`src/rtl/nx_arb_typePKG.sv`:
```
// Shared types for the indirect-access arbiter: FSM state encoding and hold-counter width.
package nx_arb_typePKG;

  typedef enum logic [1:0] {
    IDLE    = 2'd0,
    OWN     = 2'd1,
    RELEASE = 2'd2
  } arb_state_e;

  localparam int unsigned HOLD_W = 8;

endpackage

```
`src/rtl/nx_rr_pick.sv`:
```
// Combinational round-robin picker: first set req bit scanning upward from last_owner+1, wrapping.
module nx_rr_pick #(
  parameter int unsigned N_REQ = 2,
  parameter int unsigned OWN_W = 1
) (
  input  logic [N_REQ-1:0] req,
  input  logic [OWN_W-1:0] last_owner,
  output logic [N_REQ-1:0] winner,
  output logic             any
);

  logic             found;
  logic [OWN_W-1:0] idx;

  assign any = |req;

  always_comb begin
    winner = '0;
    found  = 1'b0;
    idx    = '0;
    for (int unsigned i = 0; i < N_REQ; i++) begin
      idx = OWN_W'((32'(last_owner) + 32'd1 + i) % N_REQ);
      if (!found && req[idx]) begin
        winner[idx] = 1'b1;
        found       = 1'b1;
      end
    end
  end

endmodule

```
`src/rtl/nx_indirect_access_arb.sv`:
```
// Round-robin grant/yield arbiter sharing one register-array port between N_REQ controllers.
// Optional error counter ports are enabled by NX_INDIRECT_ARB_ERR_CNT_EN.
module nx_indirect_access_arb
  import nx_arb_typePKG::*;
#(
  parameter int unsigned N_REQ       = 2,
  parameter int unsigned N_ADDR_BITS = 5,
  parameter int unsigned N_DATA_BITS = 64,
  parameter int unsigned N_ENTRIES   = 32,
  parameter int unsigned MAX_HOLD    = 8
) (
  input  logic                           clk,
  input  logic                           rst_n,
  input  logic [N_REQ-1:0]               req,
  input  logic [N_REQ-1:0]               yield,
  output logic [N_REQ-1:0]               grant,
  output logic [N_REQ-1:0]               preempt,
  input  logic [N_REQ-1:0]               sw_cs,
  input  logic [N_REQ-1:0]               sw_we,
  input  logic [N_REQ*N_ADDR_BITS-1:0]   sw_add,
  input  logic [N_REQ*N_DATA_BITS-1:0]   sw_wdat,
  output logic [N_DATA_BITS-1:0]         sw_rdat,
  output logic [N_REQ-1:0]               rd_vld,
  output logic                           mem_cs,
  output logic                           mem_we,
  output logic [N_ADDR_BITS-1:0]         mem_add,
  output logic [N_DATA_BITS-1:0]         mem_wdat,
  input  logic [N_DATA_BITS-1:0]         mem_rdat,
  output logic                           err
`ifdef NX_INDIRECT_ARB_ERR_CNT_EN
  ,
  input  logic                           err_cnt_clr,
  output logic [7:0]                     err_cnt
`endif
);

  localparam int unsigned OWN_W = (N_REQ > 1) ? $clog2(N_REQ) : 1;

  arb_state_e        state, state_nxt;
  logic [N_REQ-1:0]  grant_nxt, preempt_nxt, rd_vld_nxt;
  logic [OWN_W-1:0]  owner, owner_nxt, last_owner, last_owner_nxt, win_idx;
  logic [HOLD_W-1:0] hold_cnt, hold_nxt;
  logic [N_REQ-1:0]  win;
  logic              win_any;
  logic              own_cs, own_oor, rd_oor, rd_oor_nxt;
  logic [N_ADDR_BITS-1:0] own_add;
  logic [N_DATA_BITS-1:0] own_wdat;

  nx_rr_pick #(
    .N_REQ (N_REQ),
    .OWN_W (OWN_W)
  ) u_rr_pick (
    .req        (req),
    .last_owner (last_owner),
    .winner     (win),
    .any        (win_any)
  );

  always_comb begin
    win_idx = '0;
    for (int unsigned i = 0; i < N_REQ; i++) begin
      if (win[i]) win_idx = OWN_W'(i);
    end
  end

  // Owner's access port, live only while a tenure is active.
  always_comb begin
    own_add  = sw_add[32'(owner)*N_ADDR_BITS +: N_ADDR_BITS];
    own_wdat = sw_wdat[32'(owner)*N_DATA_BITS +: N_DATA_BITS];
    own_cs   = (state == OWN) && sw_cs[owner];
    own_oor  = own_cs && (32'(own_add) >= N_ENTRIES);
    mem_cs   = own_cs && !own_oor;
    mem_we   = mem_cs && sw_we[owner];
    mem_add  = (state == OWN) ? own_add : '0;
    mem_wdat = (state == OWN) ? own_wdat : '0;
    err      = own_oor || (|(sw_cs & ~grant));
    sw_rdat  = (|rd_vld && !rd_oor) ? mem_rdat : '0;
  end

  always_comb begin
    state_nxt      = state;
    grant_nxt      = grant;
    owner_nxt      = owner;
    last_owner_nxt = last_owner;
    hold_nxt       = hold_cnt;
    preempt_nxt    = '0;
    rd_vld_nxt     = '0;
    rd_oor_nxt     = 1'b0;
    if (own_cs && !sw_we[owner]) begin
      rd_vld_nxt = grant;
      rd_oor_nxt = own_oor;
    end
    unique case (state)
      IDLE, RELEASE: begin
        if (win_any) begin
          state_nxt = OWN;
          grant_nxt = win;
          owner_nxt = win_idx;
          hold_nxt  = '0;
        end else begin
          state_nxt = IDLE;
          grant_nxt = '0;
        end
      end
      OWN: begin
        if (yield[owner]) begin
          state_nxt      = RELEASE;
          grant_nxt      = '0;
          last_owner_nxt = owner;
        end else begin
          if (hold_cnt != '1) hold_nxt = hold_cnt + HOLD_W'(1);
          if (32'(hold_nxt) >= MAX_HOLD && |(req & ~grant)) preempt_nxt = grant;
        end
      end
      default: begin
        state_nxt = IDLE;
        grant_nxt = '0;
      end
    endcase
  end

  always_ff @(posedge clk or negedge rst_n) begin
    if (!rst_n) begin
      state      <= IDLE;
      grant      <= '0;
      owner      <= '0;
      last_owner <= OWN_W'(N_REQ - 1);
      hold_cnt   <= '0;
      preempt    <= '0;
      rd_vld     <= '0;
      rd_oor     <= 1'b0;
    end else begin
      state      <= state_nxt;
      grant      <= grant_nxt;
      owner      <= owner_nxt;
      last_owner <= last_owner_nxt;
      hold_cnt   <= hold_nxt;
      preempt    <= preempt_nxt;
      rd_vld     <= rd_vld_nxt;
      rd_oor     <= rd_oor_nxt;
    end
  end

`ifdef NX_INDIRECT_ARB_ERR_CNT_EN
  // Saturating error event counter; clear takes priority.
  always_ff @(posedge clk or negedge rst_n) begin
    if (!rst_n) begin
      err_cnt <= '0;
    end else if (err_cnt_clr) begin
      err_cnt <= '0;
    end else if (err && err_cnt != 8'hFF) begin
      err_cnt <= err_cnt + 8'd1;
    end
  end
`endif

endmodule
```
`config.mk`:
```
export PLATFORM = sky130hd
export DESIGN_NAME = nx_indirect_access_arb
export DESIGN_NICKNAME = d
export VERILOG_FILES = /design/src/rtl/nx_arb_typePKG.sv /design/src/rtl/nx_rr_pick.sv /design/src/rtl/nx_indirect_access_arb.sv
export SDC_FILE = /design/constraint.sdc
export NUM_CORES = 1
export LEC_CHECK = 0
export ABC_CLOCK_PERIOD_IN_PS = 1400
export BUFFER_PORTS_ARGS = -buffer_cell sky130_fd_sc_hd__buf_2
export CORE_AREA = 2 2 137 139
export DETAILED_ROUTE_END_ITERATION = 8
export DIE_AREA = 0 0 139 141
export HOLD_SLACK_MARGIN = 0.12
export PLACE_DENSITY = 0.45
export SYNTH_ARGS = -nofsm -noshare
export SYNTH_HDL_FRONTEND = slang
export SYNTH_SLANG_ARGS = --single-unit
export TNS_END_PERCENT = 100
```
`constraint.sdc`:
```
create_clock -name clk -period 1.4 [get_ports clk]
set_input_delay 0.14 -clock clk [delete_from_list [all_inputs] [get_ports clk]]
set_output_delay 0.14 -clock clk [all_outputs]
set_load 0.03 [all_outputs]
```
-- After elaboration in Yosys (flattened, before gate mapping)
Cells that the tools add are included.
W data, S select, Z words.
- word-level logic and storage cells: 85
- input port bits: 212
- register bits after elaboration: 18
- add/subtract/negate cells: 3
- equal/unequal tests: 6
- multipliers: 1
- reductions and logical operators: 19
- order comparisons: 6
- bitwise logic cells: 4
- muxes and demuxes: 37
- shift operators: 2
- operators by type and width (operator ; count):
    $mux W64 ; 2
    $shiftx A128 B8 Y64 ; 1
    $mux W8 ; 5
    $mux W2 ; 9
    $pmux W8 S2 ; 1
    $mux W1 ; 15
    $reduce_or A2 Y1 ; 5
    $shiftx A10 B5 Y5 ; 1
    $add A8 B1 Y8 const B ; 1
    $ge A8 B4 Y1 const B ; 1
    $ne A8 B8 Y1 const B ; 1
    $pmux W2 S2 ; 2
    $logic_and A1 B1 Y1 ; 7
    $lt A1 B2 Y1 const B ; 3
    $mux W5 ; 1
    $and A2 B2 Y2 ; 2
    $mul A1 B3 Y4 const B ; 1
    $ne A2 B1 Y1 const B ; 2
    $reduce_and A2 Y1 ; 2
    $reduce_and A3 Y1 ; 1
    $add A1 B1 Y1 const B ; 2
    $demux W1 S1 ; 2
    $eq A2 B1 Y1 const B ; 1
    $eq A2 B2 Y1 const B ; 1
    7 further kinds ; 9

-- Logic depth before layout (Yosys ltp)
- depth in word-level cells: 10
- depth in mapped cells: 5
- depth with buffers taken out: 5

-- Modules after synthesis
A second synthesis with hierarchy kept.
- cell total of the unflattened synthesis: 318
- area, all modules: 2409.8 µm²
- modules (own cells, without submodules) (module ; area each (µm²) ; sequential area each (µm²) ; instances ; cells an instance):
    nx_indirect_access_arb ; 2384.8 ; 451.7 ; 1 ; 314
    nx_rr_pick ; 25.0 ; 0.0 ; 1 ; 4

-- Least setup slack after synthesis
No wires, ideal clock.
- path type: register to output
- from: register state[1]
- to: output mem_we
- stages on the path, launching flop included: 4
- setup slack: -235 ps
- data arrival time: 1495 ps
- data required time: 1260 ps
- cells stage by stage: dfrtp_1 > nand2b_1 > buf_2 > nor3_1
- longest elaborated chain between the ends: 3
- RTL lines (element ; line ; source):
    from (decl) ; nx_indirect_access_arb.sv:39 ; arb_state_e state, state_nxt;
    from (signal assigned) ; nx_indirect_access_arb.sv:133 ; state <= state_nxt;
    $eq A2 B1 Y1 ; nx_indirect_access_arb.sv:70 ; own_cs = (state == OWN) && sw_cs[owner];
    $logic_and A1 B1 Y1 ; nx_indirect_access_arb.sv:70 ;
    $logic_and A1 B1 Y1 ; nx_indirect_access_arb.sv:73 ; mem_we = mem_cs && sw_we[owner];
    to (decl) ; nx_indirect_access_arb.sv:25 ; output logic mem_we,
No other way between the ends.

-- Worst setup path in the final report
- from: register owner
- to: output mem_wdat[19]
- longest elaborated chain between the ends: 2
- RTL lines (element ; line ; source):
    from (decl) ; nx_indirect_access_arb.sv:41 ; logic [OWN_W-1:0] owner, owner_nxt, last_owner, last_owner_nxt, win_idx;
    from (signal assigned) ; nx_indirect_access_arb.sv:135 ; owner <= owner_nxt;
    $shiftx A128 B8 Y64 ; nx_indirect_access_arb.sv:69 ; own_wdat = sw_wdat[32'(owner)*N_DATA_BITS +: N_DATA_BITS];
    $mux W64 ; nx_indirect_access_arb.sv:75 ; mem_wdat = (state == OWN) ? own_wdat : '0;
    to (decl) ; nx_indirect_access_arb.sv:27 ; output logic [N_DATA_BITS-1:0] mem_wdat,
No other way between the ends.

==> metrics.md <==
| Metric | Value |
|---|---|
| Status | finished with violations |
| Failing checks | negative setup slack |
| Simple-gate share of the synthesized area | 37.5% |
| Relative slew slack | between 60% and 70% |
| Clk Latency, worst-skew pair | roughly 0.25 ns |
| Most common cell in the netlist | nor2_1 |
| Routed len/inst | roughly 16 µm |
| Setup TNS | -22.60 ns |
| Share of the synthesized area in the top cell type | between 30% and 40% |
| DR vias | about 3800 |
| Reg-to-reg endpoint | hold_cnt[3]$_DFFE_PN0P_ |
| DRC | 0 |
| Initial Util | 13.0% |
| Max Fclk | just under 0.6 GHz |
| Critical path class | reg -> out |
| Netlist cell types | 32 |
| Vias per inst | ~4 |
| Post-route design area | between 6000 and 7000 µm² |
| Synth top area cells | mux2i_1 33%, dfrtp_1 18%, nor2b_1 17%, nor2_1 13%, buf_2 3.2% |
| Post-Syn Instances | about 320 |
| Share of layout cells above drive strength 1 | approximately 79% |
| Cts bufs inserted | 3 |
| Synthesized cell area | about 2400 µm² |
| Buf+Inv Stages, Crit Path | 3 |
| Worst path required time | around 1.3 ns |
| Post-synth EDFFs | 0 |
| Critical Path Sink Type | output port |
| # fillers | 1838 |
| Root Driver | clkbuf_16 |
| Pre-CTS setup slack | -0.137 ns |
| Reg-to-reg startpoint | owner$_DFFE_PN0P_ |
| Diode count | 0 |
| Vias in the first global route | 3892 |
| Peak supply drop | between 1000 and 1500 µV |
| Slowest cell on crit path | dfrtp_4 |
| Final HPWL DP | ~12 mm |
| Antenna Nets Post-Route | 0 |
| First-pass GRT wire length | 22.2 mm |
| Nets | between 900 and 1000 |
| First-pass DRT Iterations | 4 |
| CTS tree | yes |
| CP Launch Point | owner$_DFFE_PN0P_ |
| Syn Area/Cell | between 7 and 8 µm² |
| GP Congestion | roughly 0.76 |
| Number of clock sinks | 18 |
| Final slew viol count | 0 |
| WL final | 15.3 mm |
| Height of the die | ~140 µm |
| Levels on crit path | 5 |
| Worst clock skew | between 0.007 and 0.008 ns |
| CP delay by family, top | flip-flops |
| Largest net degree at the start of global routing | 19 |
| FFs w/ async S/R, synth | between 90% and 100% |
| Initial antenna violation count | 0 |
| Max H-tree Level | 1 |
| Num ports | ~350 |
| Slew @ Worst Pin | a little under 0.5 ns |
| Max Root-Sink Buffers | 2 |
| Critical Path AT | between 1.5 and 2 ns |
| Crit path capture | mem_wdat[19] |
| Post-synth top cells | 83 x nor2_1, 78 x mux2i_1, 65 x nor2b_1, 17 x dfrtp_1, 15 x buf_2 |
| Main flop type after synthesis | dfrtp_1 |
| Synth-to-layout area growth | 191% |
| LEAKAGE | between 3 and 4 nW |
| Total gr overflow | 0 |
| RSZ-0062 raised after global routing | yes |
| Die Width | 139 µm |
| Largest family of logic cells by synthesized area | simple AND/OR/NAND/NOR gates |
| R2R depth | 6 |
| Crit path max fanout | 11 |
| Worst-path clk slew | 0.06 ns |
| PwrDens | 1820 nW/µm² |
| Post-Synth XOR/XNOR Area | less than 1% |
| Crit share post-route | 122% |
| CP max stage delay | roughly 0.51 ns |
| Dominant cell type by area after synthesis | mux2i_1 |
| Final min period | 1.70 ns |
| Core Area | between 15000 and 20000 µm² |
| Worst min-delay path class | in -> reg |
| #FFs+latches synth | 18 |
| Synth Area in Adders | 0.525% |
| Multi-input logic area | between 2000 and 3000 µm² |
| Post-synthesis mux area share | approximately a third |
| Final count of hold timing violations | 0 |
| Register area | 455 µm² |
| DP Area | 4910 µm² |
| CP Cell Sequence | buf_12 -> buf_12 -> mux2i_2 -> nor2_1 -> buf_4 |
| Total GRT Usage | between 10% and 20% |
| Post-synthesis compound-gate area fraction | ~4.3% |
| Row cnt | 50 |
| Most frequent cell on the critical path | buf_12 |
| Setup ws final | -0.302 ns |
| Yosys warnings | 0 |
| Final core utilization | 37.9% |
| IO buf count | around 350 |
| R2R setup slack | -0.25 ns |
| Syn_nets | 528 |
| Final setup violation count | roughly 150 |
| Startpoint types | flip-flop |
| Sequential area share after synthesis | a little under a fifth |
| Max cap viols | 0 |
| DIE AREA | 19600 µm² |
| Iter 0 DRT Violations | 42 |
==> final cells by class <==
type,instances,area share [%]
timing repair buffer,416,47.5
multi-input combinational,271,40.2
sequential,18,6.58
tap,234,4.23
clock buffer,4,1.28
inverter,4,0.217
==> worst register-to-register path, stage by stage (launching register included) <==
cell     delay [ns]
dfrtp_4        0.51
buf_6          0.13
mux2_4         0.34
buf_6          0.14
nor3_4         0.18
mux2i_1        0.20
nor2_1         0.05
==> worst min-delay path by stage <==
stage | start | endpoint | cells after the start
6_report | yield[1] | last_owner$_DFFE_PN1P_ | 3
5_1_grt | yield[1] | last_owner$_DFFE_PN1P_ | 3
2_1_floorplan | rst_n | grant[0]$_DFFE_PN0P_ | 0
3_3_place_gp | rst_n | state[1]$_DFFE_PN0P_ | 1
3_5_place_dp | rst_n | owner$_DFFE_PN0P_ | 1
4_1_cts | yield[1] | last_owner$_DFFE_PN1P_ | 3
==> cell families (layout without fill, tap and decap cells) <==
kind of cell	count (synthesis)	in the layout
buf+inv	26	424
flops	18	18
compound gates	16	16
simple gates	174	174
mux	79	79
fa+ha+maj	1	1
xor+xnor	1	1
==> placed cells by master, fill, tap and decap left out, types with 10 or more instances in the layout <==
cell / count
nor2_1: 41
buf_2: 221
mux2i_2: 10
mux2i_1: 51
buf_4: 67
dfrtp_1: 16
buf_6: 100
buf_12: 17
nor2b_4: 60
nor2_4: 20
mux2i_4: 17
nor2_2: 23
==> power by group <==
group	internal, W	total [W]	switching [W]
clock	0.000435	0.000637	0.000201
combinational	0.00525	0.0112	0.00595
sequential	0.000646	0.000778	0.000132
==> per-layer routing <==
metal	track usage (%)	vias up	part of all wire (%)
li1	-	1866	-
met1	16.5	1733	37
met2	27.6	213	55
met3	2.72	10	7.1
met4	1.65	0	0.90
met5	0	-	0
==> through the flow <==
stage                     power (W)  instances  hold slack, ns
after floorplan             0.00601        315          -0.156
after global placement      0.00869        912           0.109
after detailed placement    0.00865        912           0.111
after CTS                    0.0117        950           0.180
after global routing         0.0133        947           0.188
final                        0.0126        947           0.181
==> flip-flops by register name, indices dropped and copies added (netlist names) <==
name and flops:
grant 2, hold_cnt 8, preempt 2, owner 1, state 2, last_owner 1, rd_vld 2
==> repair_timing <==
item                                    in CTS  in global routing
endpoints found under the setup margin     144                149
gates resized for setup                    280                152
gates cloned                                11                  1
buffers inserted                            23                  7
hold buffers                                 1                  0
endpoints found under the hold margin       17                  0
pin swaps                                    4                  5
Power figures use the tool's default switching activity.
